==> config.mk <==
export PLATFORM = sky130hd
export DESIGN_NAME = ip_amba_apb_master
export DESIGN_NICKNAME = d
export VERILOG_FILES = /design/src/rtl/ip_amba_apb_master.sv
export SDC_FILE = /design/constraint.sdc
export NUM_CORES = 1
export LEC_CHECK = 0
export CORE_MARGIN = 4
export CORE_UTILIZATION = 40
export CTS_CLUSTER_DIAMETER = 80
export DETAILED_ROUTE_END_ITERATION = 12
export PLACE_DENSITY_LB_ADDON = 0.2
export SLEW_MARGIN = 20
export SYNTH_ARGS = -nofsm -noshare
export SYNTH_HDL_FRONTEND = slang
export SYNTH_SLANG_ARGS = --single-unit
==> constraint.sdc <==
create_clock -name PCLK -period 2.6 [get_ports PCLK]
set_input_delay 0.52 -clock PCLK [delete_from_list [all_inputs] [get_ports PCLK]]
set_output_delay 0.52 -clock PCLK [all_outputs]
set_load 0.02 [all_outputs]
==> src/rtl/ip_amba_apb_master.sv <==
// ---------------------------------------------------------------------------
// ip_amba_apb_master
//
// Single-outstanding APB master. A command taken on the cmd_* port becomes
// one APB transfer (SETUP then ACCESS), and its result is returned on rsp_*.
// An ACCESS phase that waits too long on PREADY is aborted with a timeout.
//
// Ports
//   PCLK, PRESET         : clock, synchronous active-high reset
//   cmd_valid/cmd_ready  : command handshake; cmd_addr, cmd_write, cmd_wdata,
//                          cmd_strb, cmd_prot, cmd_sel carry the command
//   rsp_valid/rsp_ready  : response handshake; rsp_rdata, rsp_err,
//                          rsp_timeout carry the result
//   PADDR, PPROT, PSELx, PENABLE, PWRITE, PWDATA, PSTRB : APB request
//   PREADY, PRDATA, PSLVERR                            : APB completion
//
// Handshake rule (both cmd and rsp): a transfer happens on a PCLK edge where
// valid and ready are both 1. The producer holds valid and its payload stable
// until that edge; ready may be asserted independently of valid.
//
// cmd_sel is one bit wider than a plain index so that out-of-range slave
// numbers can be expressed; they complete immediately with an error.
// All outputs are flops.
// ---------------------------------------------------------------------------
module ip_amba_apb_master #(
  parameter int PADDR_width    = 32,
  parameter int PWDATA_width   = 32,
  parameter int PRDATA_width   = 32,
  parameter int PSTRB_width    = 4,
  parameter int PSELx_width    = 4,
  parameter int TIMEOUT_CYCLES = 16
) (
  input  logic                                  PCLK,
  input  logic                                  PRESET,
  input  logic                                  cmd_valid,
  output logic                                  cmd_ready,
  input  logic [PADDR_width-1:0]                cmd_addr,
  input  logic                                  cmd_write,
  input  logic [PWDATA_width-1:0]               cmd_wdata,
  input  logic [PSTRB_width-1:0]                cmd_strb,
  input  logic [2:0]                            cmd_prot,
  input  logic [$clog2(PSELx_width+1)-1:0]      cmd_sel,
  output logic                                  rsp_valid,
  input  logic                                  rsp_ready,
  output logic [PRDATA_width-1:0]               rsp_rdata,
  output logic                                  rsp_err,
  output logic                                  rsp_timeout,
  output logic [PADDR_width-1:0]                PADDR,
  output logic [2:0]                            PPROT,
  output logic [PSELx_width-1:0]                PSELx,
  output logic                                  PENABLE,
  output logic                                  PWRITE,
  output logic [PWDATA_width-1:0]               PWDATA,
  output logic [PSTRB_width-1:0]                PSTRB,
  input  logic                                  PREADY,
  input  logic [PRDATA_width-1:0]               PRDATA,
  input  logic                                  PSLVERR
);

  localparam int SEL_W = $clog2(PSELx_width + 1);
  localparam int CNT_W = $clog2(TIMEOUT_CYCLES + 1);
  localparam logic [SEL_W-1:0] SEL_LIMIT = SEL_W'(PSELx_width);
  localparam logic [CNT_W-1:0] CNT_LIMIT = CNT_W'(TIMEOUT_CYCLES);
  localparam logic [PSELx_width-1:0] SEL_ONE = {{(PSELx_width-1){1'b0}}, 1'b1};

  typedef enum logic [1:0] {
    IDLE   = 2'd0,
    SETUP  = 2'd1,
    ACCESS = 2'd2,
    RESP   = 2'd3
  } state_e;

  state_e                    state_q, state_d;
  logic [CNT_W-1:0]          wait_cnt_q, wait_cnt_d;
  logic [CNT_W-1:0]          wait_inc;
  logic                      cmd_ready_q, cmd_ready_d;
  logic                      rsp_valid_q, rsp_valid_d;
  logic [PRDATA_width-1:0]   rsp_rdata_q, rsp_rdata_d;
  logic                      rsp_err_q, rsp_err_d;
  logic                      rsp_timeout_q, rsp_timeout_d;
  logic [PADDR_width-1:0]    paddr_q, paddr_d;
  logic [2:0]                pprot_q, pprot_d;
  logic [PSELx_width-1:0]    psel_q, psel_d;
  logic                      penable_q, penable_d;
  logic                      pwrite_q, pwrite_d;
  logic [PWDATA_width-1:0]   pwdata_q, pwdata_d;
  logic [PSTRB_width-1:0]    pstrb_q, pstrb_d;

  assign wait_inc = wait_cnt_q + CNT_W'(1);

  always_comb begin
    state_d       = state_q;
    wait_cnt_d    = wait_cnt_q;
    cmd_ready_d   = cmd_ready_q;
    rsp_valid_d   = rsp_valid_q;
    rsp_rdata_d   = rsp_rdata_q;
    rsp_err_d     = rsp_err_q;
    rsp_timeout_d = rsp_timeout_q;
    paddr_d       = paddr_q;
    pprot_d       = pprot_q;
    psel_d        = psel_q;
    penable_d     = penable_q;
    pwrite_d      = pwrite_q;
    pwdata_d      = pwdata_q;
    pstrb_d       = pstrb_q;

    unique case (state_q)
      IDLE: begin
        // cmd_ready rises one cycle after reset release or after a response
        // is consumed, so no command is ever taken on those edges.
        cmd_ready_d = 1'b1;
        if (cmd_ready_q && cmd_valid) begin
          cmd_ready_d = 1'b0;
          paddr_d     = cmd_addr;
          pprot_d     = cmd_prot;
          pwrite_d    = cmd_write;
          // Reads put nothing on the write-data lanes.
          pwdata_d    = cmd_write ? cmd_wdata : '0;
          pstrb_d     = cmd_write ? cmd_strb  : '0;
          if (cmd_sel < SEL_LIMIT) begin
            state_d    = SETUP;
            psel_d     = SEL_ONE << cmd_sel;
            penable_d  = 1'b0;
            wait_cnt_d = '0;
          end else begin
            // No such slave: answer straight away without touching the bus.
            state_d       = RESP;
            psel_d        = '0;
            rsp_valid_d   = 1'b1;
            rsp_err_d     = 1'b1;
            rsp_timeout_d = 1'b0;
            rsp_rdata_d   = '0;
          end
        end
      end

      SETUP: begin
        state_d   = ACCESS;
        penable_d = 1'b1;
      end

      ACCESS: begin
        // PREADY wins over the timeout when both land on the same cycle.
        if (PREADY) begin
          state_d       = RESP;
          psel_d        = '0;
          penable_d     = 1'b0;
          rsp_valid_d   = 1'b1;
          rsp_err_d     = PSLVERR;
          rsp_timeout_d = 1'b0;
          rsp_rdata_d   = pwrite_q ? '0 : PRDATA;
        end else begin
          wait_cnt_d = wait_inc;
          if (wait_inc == CNT_LIMIT) begin
            state_d       = RESP;
            psel_d        = '0;
            penable_d     = 1'b0;
            rsp_valid_d   = 1'b1;
            rsp_err_d     = 1'b1;
            rsp_timeout_d = 1'b1;
            rsp_rdata_d   = '0;
          end
        end
      end

      RESP: begin
        if (rsp_ready) begin
          state_d     = IDLE;
          rsp_valid_d = 1'b0;
          cmd_ready_d = 1'b1;
        end
      end

      default: begin
        state_d = IDLE;
      end
    endcase
  end

  always_ff @(posedge PCLK) begin
    if (PRESET) begin
      state_q       <= IDLE;
      wait_cnt_q    <= '0;
      cmd_ready_q   <= 1'b0;
      rsp_valid_q   <= 1'b0;
      rsp_rdata_q   <= '0;
      rsp_err_q     <= 1'b0;
      rsp_timeout_q <= 1'b0;
      paddr_q       <= '0;
      pprot_q       <= '0;
      psel_q        <= '0;
      penable_q     <= 1'b0;
      pwrite_q      <= 1'b0;
      pwdata_q      <= '0;
      pstrb_q       <= '0;
    end else begin
      state_q       <= state_d;
      wait_cnt_q    <= wait_cnt_d;
      cmd_ready_q   <= cmd_ready_d;
      rsp_valid_q   <= rsp_valid_d;
      rsp_rdata_q   <= rsp_rdata_d;
      rsp_err_q     <= rsp_err_d;
      rsp_timeout_q <= rsp_timeout_d;
      paddr_q       <= paddr_d;
      pprot_q       <= pprot_d;
      psel_q        <= psel_d;
      penable_q     <= penable_d;
      pwrite_q      <= pwrite_d;
      pwdata_q      <= pwdata_d;
      pstrb_q       <= pstrb_d;
    end
  end

  assign cmd_ready   = cmd_ready_q;
  assign rsp_valid   = rsp_valid_q;
  assign rsp_rdata   = rsp_rdata_q;
  assign rsp_err     = rsp_err_q;
  assign rsp_timeout = rsp_timeout_q;
  assign PADDR       = paddr_q;
  assign PPROT       = pprot_q;
  assign PSELx       = psel_q;
  assign PENABLE     = penable_q;
  assign PWRITE      = pwrite_q;
  assign PWDATA      = pwdata_q;
  assign PSTRB       = pstrb_q;

endmodule

==> results of run 1 <==
## where the power goes
part	total, mW	internal [mW]	switching [mW]	leakage [nW]
Combinational	1.85	0.822	1.03	1.63
Clock	2.20	1.45	0.743	0.277
Sequential	2.14	2.03	0.111	0.972
## tightest hold or removal path: stages, from the launching register on
cell and delay [ns]:
dfxtp_1 0.30, nand2_1 0.05, a21oi_1 0.05
## final timing paths
| check | cells after the start | from | to | slack, ns |
|---|---|---|---|---|
| worst max-delay path | 7 | state_q[0]$_SDFFE_PP0P_ | rsp_rdata[14]$_SDFFE_PP0P_ | 0.48 |
| worst min-delay path | 2 | PWDATA[30]$_SDFFE_PP0P_ | PWDATA[30]$_SDFFE_PP0P_ | 0.45 |
| worst max register to register | 7 | state_q[0]$_SDFFE_PP0P_ | rsp_rdata[14]$_SDFFE_PP0P_ | 0.48 |
| worst min register to register | 2 | PWDATA[30]$_SDFFE_PP0P_ | PWDATA[30]$_SDFFE_PP0P_ | 0.45 |
## cell type report
cell class / instances / area share
tap: 143 / 0.0235
multi-input combinational: 398 / 0.277
sequential: 120 / 0.316
inverter: 5 / 0.00247
timing repair buffer: 234 / 0.307
clock inverter: 2 / 0.00460
clock buffer: 28 / 0.0692
## sequential cells by signal (all words and copies together), names as in the netlist, 2 cells and up
register    cells
wait_cnt_q      5
rsp_rdata      32
PADDR          32
PSELx           4
PSTRB           4
PPROT           3
PWDATA         32
state_q         2
## logic make-up after synthesis
kind of cell | after synthesis | synth area share
and+or+nand+nor | 257 | 0.229
buffers and inverters | 45 | 0.0441
DFF | 120 | 0.510
muxes | 39 | 0.0834
adders and majority gates | 5 | 0.0133
AOI/OAI and AO/OA | 97 | 0.120
## cell usage after synthesis, types with 2 or more instances
| cell type | n | area (sq um) |
|---|---|---|
| nand3_1 | 40 | 200 |
| buf_2 | 13 | 65.1 |
| clkbuf_1 | 17 | 63.8 |
| a21oi_2 | 2 | 17.5 |
| buf_6 | 3 | 33.8 |
| nor3_1 | 3 | 15.0 |
| nor2b_1 | 6 | 37.5 |
| a311oi_1 | 3 | 26.3 |
| buf_1 | 7 | 26.3 |
| mux2i_1 | 37 | 370 |
| mux2_2 | 2 | 22.5 |
| ha_1 | 5 | 62.6 |
| nand2_1 | 185 | 694 |
| a21oi_1 | 77 | 385 |
| nor2_1 | 12 | 45.0 |
| dfxtp_1 | 120 | 2400 |
| and2_1 | 2 | 12.5 |
| a41oi_1 | 2 | 17.5 |
| inv_1 | 5 | 18.8 |
## per-layer routing
metal / vias to the layer above / GRT usage
met1: 2095 / 0.237
met5: - / 0
met2: 181 / 0.344
met4: 0 / 0.0828
met3: 17 / 0.0803
li1: 2304 / -
## metrics by stage
stage,util,instances,hold WS (ns)
after CTS,0.664,930,0.449
after detailed placement,0.615,900,0.442
after global routing,0.664,930,0.464
final,0.664,930,0.448
after floorplan,-,563,0.475
after global placement,0.615,900,0.438
==> flow_metrics.env, run 1 <==
export IMPL_status="complete, no violations"
export IMPL_setup_viol=0
export IMPL_grt_pass1_wl_mm=21.9
export IMPL_multi_input_area_sq_um=2110
export IMPL_synthesis_area_sq_um=4710
export IMPL_core_sq_um=11500
export IMPL_dieArea_sq_um=13600
export IMPL_hpwlAfterDp_mm=10.4
export IMPL_htree_levels=4
export IMPL_placed_area_sq_um=7050
export IMPL_drive_above_1_share=0.0610
export IMPL_fp_dieW_um=117
export IMPL_fp_row_count=39
export IMPL_power_density_nw_per_um2=812
export IMPL_yosys_register_bits=120
export IMPL_grt_usage=0.206
export IMPL_dp_slack_ns=0.296
export IMPL_path_cells="inv_1 -> ha_1 -> and3_2 -> a21o_1 -> nand2_4 -> buf_12 -> mux2i_1"
export IMPL_final_common_cell="clkdlybuf4s50_1"
export IMPL_dr_wl_met3_mm=1.46
export IMPL_final_cell_mix="224 x clkdlybuf4s50_1, 185 x nand2_1, 120 x dfxtp_1"
export IMPL_clock_root_buffer="clkbuf_16"
export IMPL_n_fill_cell=923
export IMPL_routed_top_layer="met4"
export IMPL_regArea_sq_um=2400
export IMPL_num_vias=4597
export IMPL_drt_iter0_drc=313
export IMPL_hold_buffers=0
export IMPL_slew_viol_final=0
export IMPL_clkTransAtPathRegs_ns=0.05
export IMPL_synth_edff_count=0
export IMPL_syn_nets=681
export IMPL_start_util=0.411
export IMPL_critPathArrivalTime_ns=2.44
export IMPL_power_total_mw=6.18
export IMPL_antenna_found_initial=0
export IMPL_avgRoutedWirePerCell_um=15.5
export IMPL_design_area_sq_um=7610
export IMPL_clk_latency_ns=0.40
export IMPL_io_buffers=225
export IMPL_fmaxAchievable_ghz=0.472
export IMPL_path_delay_family="simple AND/OR/NAND/NOR gates"
export IMPL_syn_area_per_cell_sq_um=8.37
export IMPL_fin_nets=894
export IMPL_min_period_ns=2.12
export IMPL_diodes=0
export IMPL_wl_mm=14.4
export IMPL_ir_drop_mv=0.548
export IMPL_viasPerCell=4.94
export IMPL_yosysWarnings=0
export IMPL_async_flop_share=0
export IMPL_drtAntennaViolNets=0
export IMPL_cts_resized=0
export IMPL_slowest_stage="dfxtp_1"
export IMPL_critical_path_class="reg -> reg"
export IMPL_finalHoldViolCount=0
export IMPL_overflow=0
export IMPL_post_route_period_util=0.815
export IMPL_area_growth_pct=61.7
export IMPL_max_slew_margin=0.613
export IMPL_postCtsSetupBuffers=0
export IMPL_crit_fanout=19
export IMPL_rsz0062_at_grt="no"
export IMPL_cts_buffers=17
export IMPL_setup_slack_ns=0.480
export IMPL_met2_length_mm=6.91
export IMPL_tightestPinTransition_ns=0.580
export IMPL_yosysSeqAreaShare=0.510
export IMPL_synthCells=563
export IMPL_yosysUniqueCellTypes=41
export IMPL_crit_path_start_kind="flip-flop"
export IMPL_clock_sinks=120
export IMPL_globalplace_congestion=0.795
export IMPL_wl_met1_mm=5.81
export IMPL_cpPeakStageDelay_ns=0.39
export IMPL_max_clock_path_buffers=2
export IMPL_cts_tree="yes"
export IMPL_worstPathRequired_ns=2.92
export IMPL_grt_pass1_vias=4494
export IMPL_p_leak_nw=2.88
export IMPL_setup_tns_ns=0
export IMPL_grt_max_degree=74
export IMPL_die_h_um=117
export IMPL_worst_hold_path_type="reg -> reg"
export IMPL_firstDrtPassIters=4
export IMPL_maxCapViolCount=0
export IMPL_critPathBufInv=2
export IMPL_cp_end_kind="flip-flop"
export IMPL_drc_errors=0
export IMPL_synthFlopType="dfxtp_1"
export IMPL_io_pins=226
export IMPL_skew_ns=0.00647
No activity file was read; power rests on OpenSTA's default activity.
==> run 2: changes to the inputs <==
Clock period 2.6 ns to 1.95 ns, I/O delays scaled along.
==> flow_metrics.env, run 2 (synthesis gave the netlist of run 1 again) <==
export IMPL_status="complete, no violations"
export IMPL_grt_pass1_wl_mm=23.3
export IMPL_clock_sinks=120
export IMPL_final_common_cell="clkdlybuf4s50_1"
export IMPL_area_growth_pct=65.6
export IMPL_whs_ns=0.279
export IMPL_io_pins=226
export IMPL_cpPeakStageDelay_ns=0.64
export IMPL_crit_path_start_kind="flip-flop"
export IMPL_drt_iter0_drc=264
export IMPL_finalHoldViolCount=0
export IMPL_ir_drop_mv=0.693
export IMPL_setup_tns_ns=0
export IMPL_globalplace_congestion=0.810
export IMPL_design_area_sq_um=7800
export IMPL_power_density_nw_per_um2=1110
export IMPL_diodes=0
export IMPL_power_total_mw=8.62
export IMPL_wl_mm=15.1
export IMPL_min_period_ns=1.85
export IMPL_cts_buffers=17
export IMPL_drc_errors=0
export IMPL_hpwlAfterDp_mm=10.9
export IMPL_critical_path_class="reg -> out"
export IMPL_grt_max_degree=56
export IMPL_grt_usage=0.220
export IMPL_slowest_stage="clkdlybuf4s50_1"
export IMPL_num_vias=4724
export IMPL_viasPerCell=5.01
export IMPL_critPathArrivalTime_ns=1.46
export IMPL_drtAntennaViolNets=0
export IMPL_dp_cells=912
export IMPL_avgRoutedWirePerCell_um=16.0
export IMPL_crit_fanout=6
export IMPL_cts_tree="yes"
export IMPL_final_cell_mix="223 x clkdlybuf4s50_1, 185 x nand2_1, 120 x dfxtp_1"
export IMPL_firstDrtPassIters=4
export IMPL_overflow=0
export IMPL_dieArea_sq_um=13600
export IMPL_start_util=0.411
export IMPL_placed_area_sq_um=7190
export IMPL_instances_no_fill=943
export IMPL_max_slew_margin=0.617
export IMPL_max_clock_path_buffers=2
export IMPL_antenna_found_initial=0
export IMPL_fin_nets=906
export IMPL_rsz0062_at_grt="no"
export IMPL_worst_hold_path_type="in -> reg"
export IMPL_path_cells="clkdlybuf4s50_1"
export IMPL_p_leak_nw=2.97
export IMPL_slew_viol_final=0
export IMPL_skew_ns=0.00833
export IMPL_io_buffers=225
export IMPL_path_delay_family="buffers and inverters"
export IMPL_cp_end_kind="output pin"
export IMPL_clk_latency_ns=0.41
export IMPL_clock_root_buffer="clkbuf_16"
export IMPL_postCtsSetupBuffers=0
export IMPL_grt_pass1_vias=4732
export IMPL_clkTransAtPathRegs_ns=0.05
export IMPL_die_h_um=117
export IMPL_post_route_period_util=0.948
export IMPL_maxCapViolCount=0
export IMPL_core_sq_um=11500
export IMPL_fp_dieW_um=117
export IMPL_fmaxAchievable_ghz=0.541
export IMPL_drive_above_1_share=0.0825
export IMPL_reg2reg_slack_ns=0.13
export IMPL_worstPathRequired_ns=1.56
export IMPL_setup_viol=0
export IMPL_htree_levels=4
export IMPL_fp_row_count=39
export IMPL_critPathBufInv=1
export IMPL_tightestPinTransition_ns=0.575
run 2: path summary, 6_finish.rpt:
kind | from | to | depth (start not counted)
max | cmd_ready$_SDFFE_PP0P_ | cmd_ready | 1
min reg2reg | PWDATA[27]$_SDFFE_PP0P_ | PWDATA[27]$_SDFFE_PP0P_ | 2
max reg2reg | state_q[0]$_SDFFE_PP0P_ | rsp_rdata[15]$_SDFFE_PP0P_ | 7
min | PRESET | PADDR[8]$_SDFFE_PP0P_ | 2
run 2: through the flow:
step	setup WS (ns)	utilization
CTS	0.0539	0.679
global route	0.00111	0.680
floorplan	0.141	-
finish	0.101	0.680
detailed placement	-0.0337	0.627
global placement	0.0395	0.627
run 2: repair_timing:
action                     CTS  global route
hold buffers                 0             0
setup endpoints to repair    1            25
pin swaps                    0             1
resized for setup            1             4
run 2: final cells by class:
class	instances	area, sq um
fillers	925	3670
repair buffers	246	2480
flip-flops and latches	120	2400
multi-input cells	398	2130
clock buffers	24	502
well taps	143	179
clock inverters	7	91.3
inverters	5	18.8
run 2: report_power, final:
group | leakage [nW] | switching [mW] | internal [mW]
Combinational | 1.71 | 1.43 | 1.25
Clock | 0.292 | 1.05 | 2.04
Sequential | 0.972 | 0.155 | 2.70
run 2: metal layers:
layer  vias up  routed length (um)  GRT usage
met5         -                   0          0
met4         0                 269     0.0889
met3        23                1360     0.0798
met2       177                7460      0.384
met1      2196                6010      0.242
li1       2328                   -          -
==> run 3: changes to the inputs <==
Clock period 1.95 ns to 2.22 ns, I/O delays scaled along.
==> flow_metrics.env, run 3 (synthesis gave the netlist of run 1 again) <==
export IMPL_fin_nets=900
export IMPL_area_growth_pct=64.9
export IMPL_antenna_found_initial=0
export IMPL_final_common_cell="clkdlybuf4s50_1"
export IMPL_drive_above_1_share=0.0718
export IMPL_io_pins=226
export IMPL_cpPeakStageDelay_ns=0.40
export IMPL_dieArea_sq_um=13600
export IMPL_fp_dieW_um=117
export IMPL_globalplace_congestion=0.838
export IMPL_worst_hold_path_type="reg -> reg"
export IMPL_switching_share=0.294
export IMPL_grt_pass1_vias=4724
export IMPL_max_slew_margin=0.595
export IMPL_cp_startpoint="state_q[0]$_SDFFE_PP0P_"
export IMPL_power_share_clock=0.387
export IMPL_cts_resized=0
export IMPL_hold_buffers=0
export IMPL_clock_root_buffer="clkbuf_16"
export IMPL_clkTransAtPathRegs_ns=0.05
export IMPL_wl_mm=15.0
export IMPL_final_cell_mix="224 x clkdlybuf4s50_1, 185 x nand2_1, 120 x dfxtp_1"
export IMPL_firstDrtPassIters=4
export IMPL_min_period_ns=1.98
export IMPL_skew_ns=0.00592
export IMPL_fp_row_count=39
export IMPL_grt_pass1_wl_mm=23.0
export IMPL_p_comb_frac=0.289
export IMPL_rsz0062_at_grt="no"
export IMPL_postCtsSetupBuffers=0
export IMPL_diodes=0
export IMPL_ir_drop_mv=0.673
export IMPL_p_sw_mw=2.27
export IMPL_cp_end_kind="flip-flop"
export IMPL_slowest_stage="dfxtp_1"
export IMPL_cts_tree="yes"
export IMPL_setup_tns_ns=0
export IMPL_cts_buffers=17
export IMPL_power_density_nw_per_um2=995
export IMPL_path_delay_family="simple AND/OR/NAND/NOR gates"
export IMPL_worstPathRequired_ns=2.54
export IMPL_post_route_period_util=0.891
export IMPL_max_clock_path_buffers=2
export IMPL_grt_usage=0.216
export IMPL_p_leak_nw=2.95
export IMPL_die_h_um=117
export IMPL_viasPerCell=5.05
export IMPL_r2r_start="state_q[0]$_SDFFE_PP0P_"
export IMPL_maxCapViolCount=0
export IMPL_avgRoutedWirePerCell_um=16.0
export IMPL_seqPwrFrac=0.324
export IMPL_tightestPinTransition_ns=0.607
export IMPL_start_util=0.411
export IMPL_status="complete, no violations"
export IMPL_critical_path_class="reg -> reg"
export IMPL_critPathBufInv=2
export IMPL_hpwlAfterDp_mm=10.9
export IMPL_critPathArrivalTime_ns=2.30
export IMPL_slew_viol_final=0
export IMPL_num_vias=4728
export IMPL_setup_viol=0
export IMPL_finalHoldViolCount=0
export IMPL_io_buffers=225
export IMPL_clock_sinks=120
export IMPL_crit_path_start_kind="flip-flop"
export IMPL_clk_latency_ns=0.40
export IMPL_core_sq_um=11500
export IMPL_overflow=0
export IMPL_crit_fanout=18
export IMPL_drt_iter0_drc=266
export IMPL_hold_start="PWDATA[9]$_SDFFE_PP0P_"
export IMPL_power_total_mw=7.73
export IMPL_drtAntennaViolNets=0
export IMPL_grt_max_degree=47
export IMPL_htree_levels=4
export IMPL_drc_errors=0
export IMPL_path_cells="inv_1 -> ha_1 -> and3_2 -> a21o_1 -> nand2_4 -> buf_12 -> mux2i_1"
export IMPL_p_int_mw=5.46
export IMPL_fmaxAchievable_ghz=0.506
run 3: cell types whose count changed in the layout (fill, tap and decap cells not counted), moves of 2 or more:
cell / delta
ha_2: -2
buf_12: -2
clkbuf_8: -2
ha_1: +2
bufinv_16: +3
buf_4: -4
run 3: worst reg2reg max path: cells and delay by family (launching register included):
kind	cells	cell delay, ns
mux	1	0.24
fa+ha+maj	1	0.33
compound gates	1	0.24
simple gates	2	0.42
flops	1	0.40
buf+inv	2	0.27
run 3: path summary, 6_finish.rpt:
path / end / slack (ns) / cells after the start
worst max register to register: rsp_rdata[27]$_SDFFE_PP0P_ / 0.24 / 7
worst max-delay path: rsp_rdata[27]$_SDFFE_PP0P_ / 0.24 / 7
worst min-delay path: PWDATA[9]$_SDFFE_PP0P_ / 0.45 / 2
worst min register to register: PWDATA[9]$_SDFFE_PP0P_ / 0.45 / 2
run 3: cell type report:
| cell class | instances | area [sq um] |
|---|---|---|
| Inverter | 5 | 18.8 |
| Tap cell | 143 | 179 |
| Clock buffer | 23 | 478 |
| Timing Repair Buffer | 240 | 2410 |
| Fill cell | 949 | 3700 |
| Multi-Input combinational cell | 398 | 2110 |
| Clock inverter | 8 | 168 |
| Sequential cell | 120 | 2400 |
run 3: power groups by stage:
stage | combinational [mW] | sequential, mW | clock, mW
floorplan | 1.10 | 2.76 | 0
global placement | 2.19 | 2.53 | 0
detailed placement | 2.23 | 2.55 | 0
CTS | 2.25 | 2.51 | 3.04
global route | 2.42 | 2.53 | 3.15
finish | 2.23 | 2.51 | 2.99
run 3: per-stage QoR:
| step | cell area (sq um) | instances | util | worst slack (ns) | hold WS (ns) |
|---|---|---|---|---|---|
| finish | 7770 | 937 | 0.677 | 0.243 | 0.450 |
| global route | 7770 | 937 | 0.677 | 0.153 | 0.473 |
| CTS | 7770 | 937 | 0.677 | 0.245 | 0.451 |
| detailed placement | 7120 | 906 | 0.621 | 0.140 | 0.444 |
| global placement | 7120 | 906 | 0.621 | 0.197 | 0.438 |
| floorplan | 4710 | 563 | - | 0.411 | 0.475 |
run 3: layer usage:
metal,up-vias,GRT usage,part of all wire
met5,-,0,0
met4,0,0.0936,0.020
met3,27,0.0824,0.096
met2,186,0.368,0.50
met1,2200,0.241,0.39
li1,2315,-,-
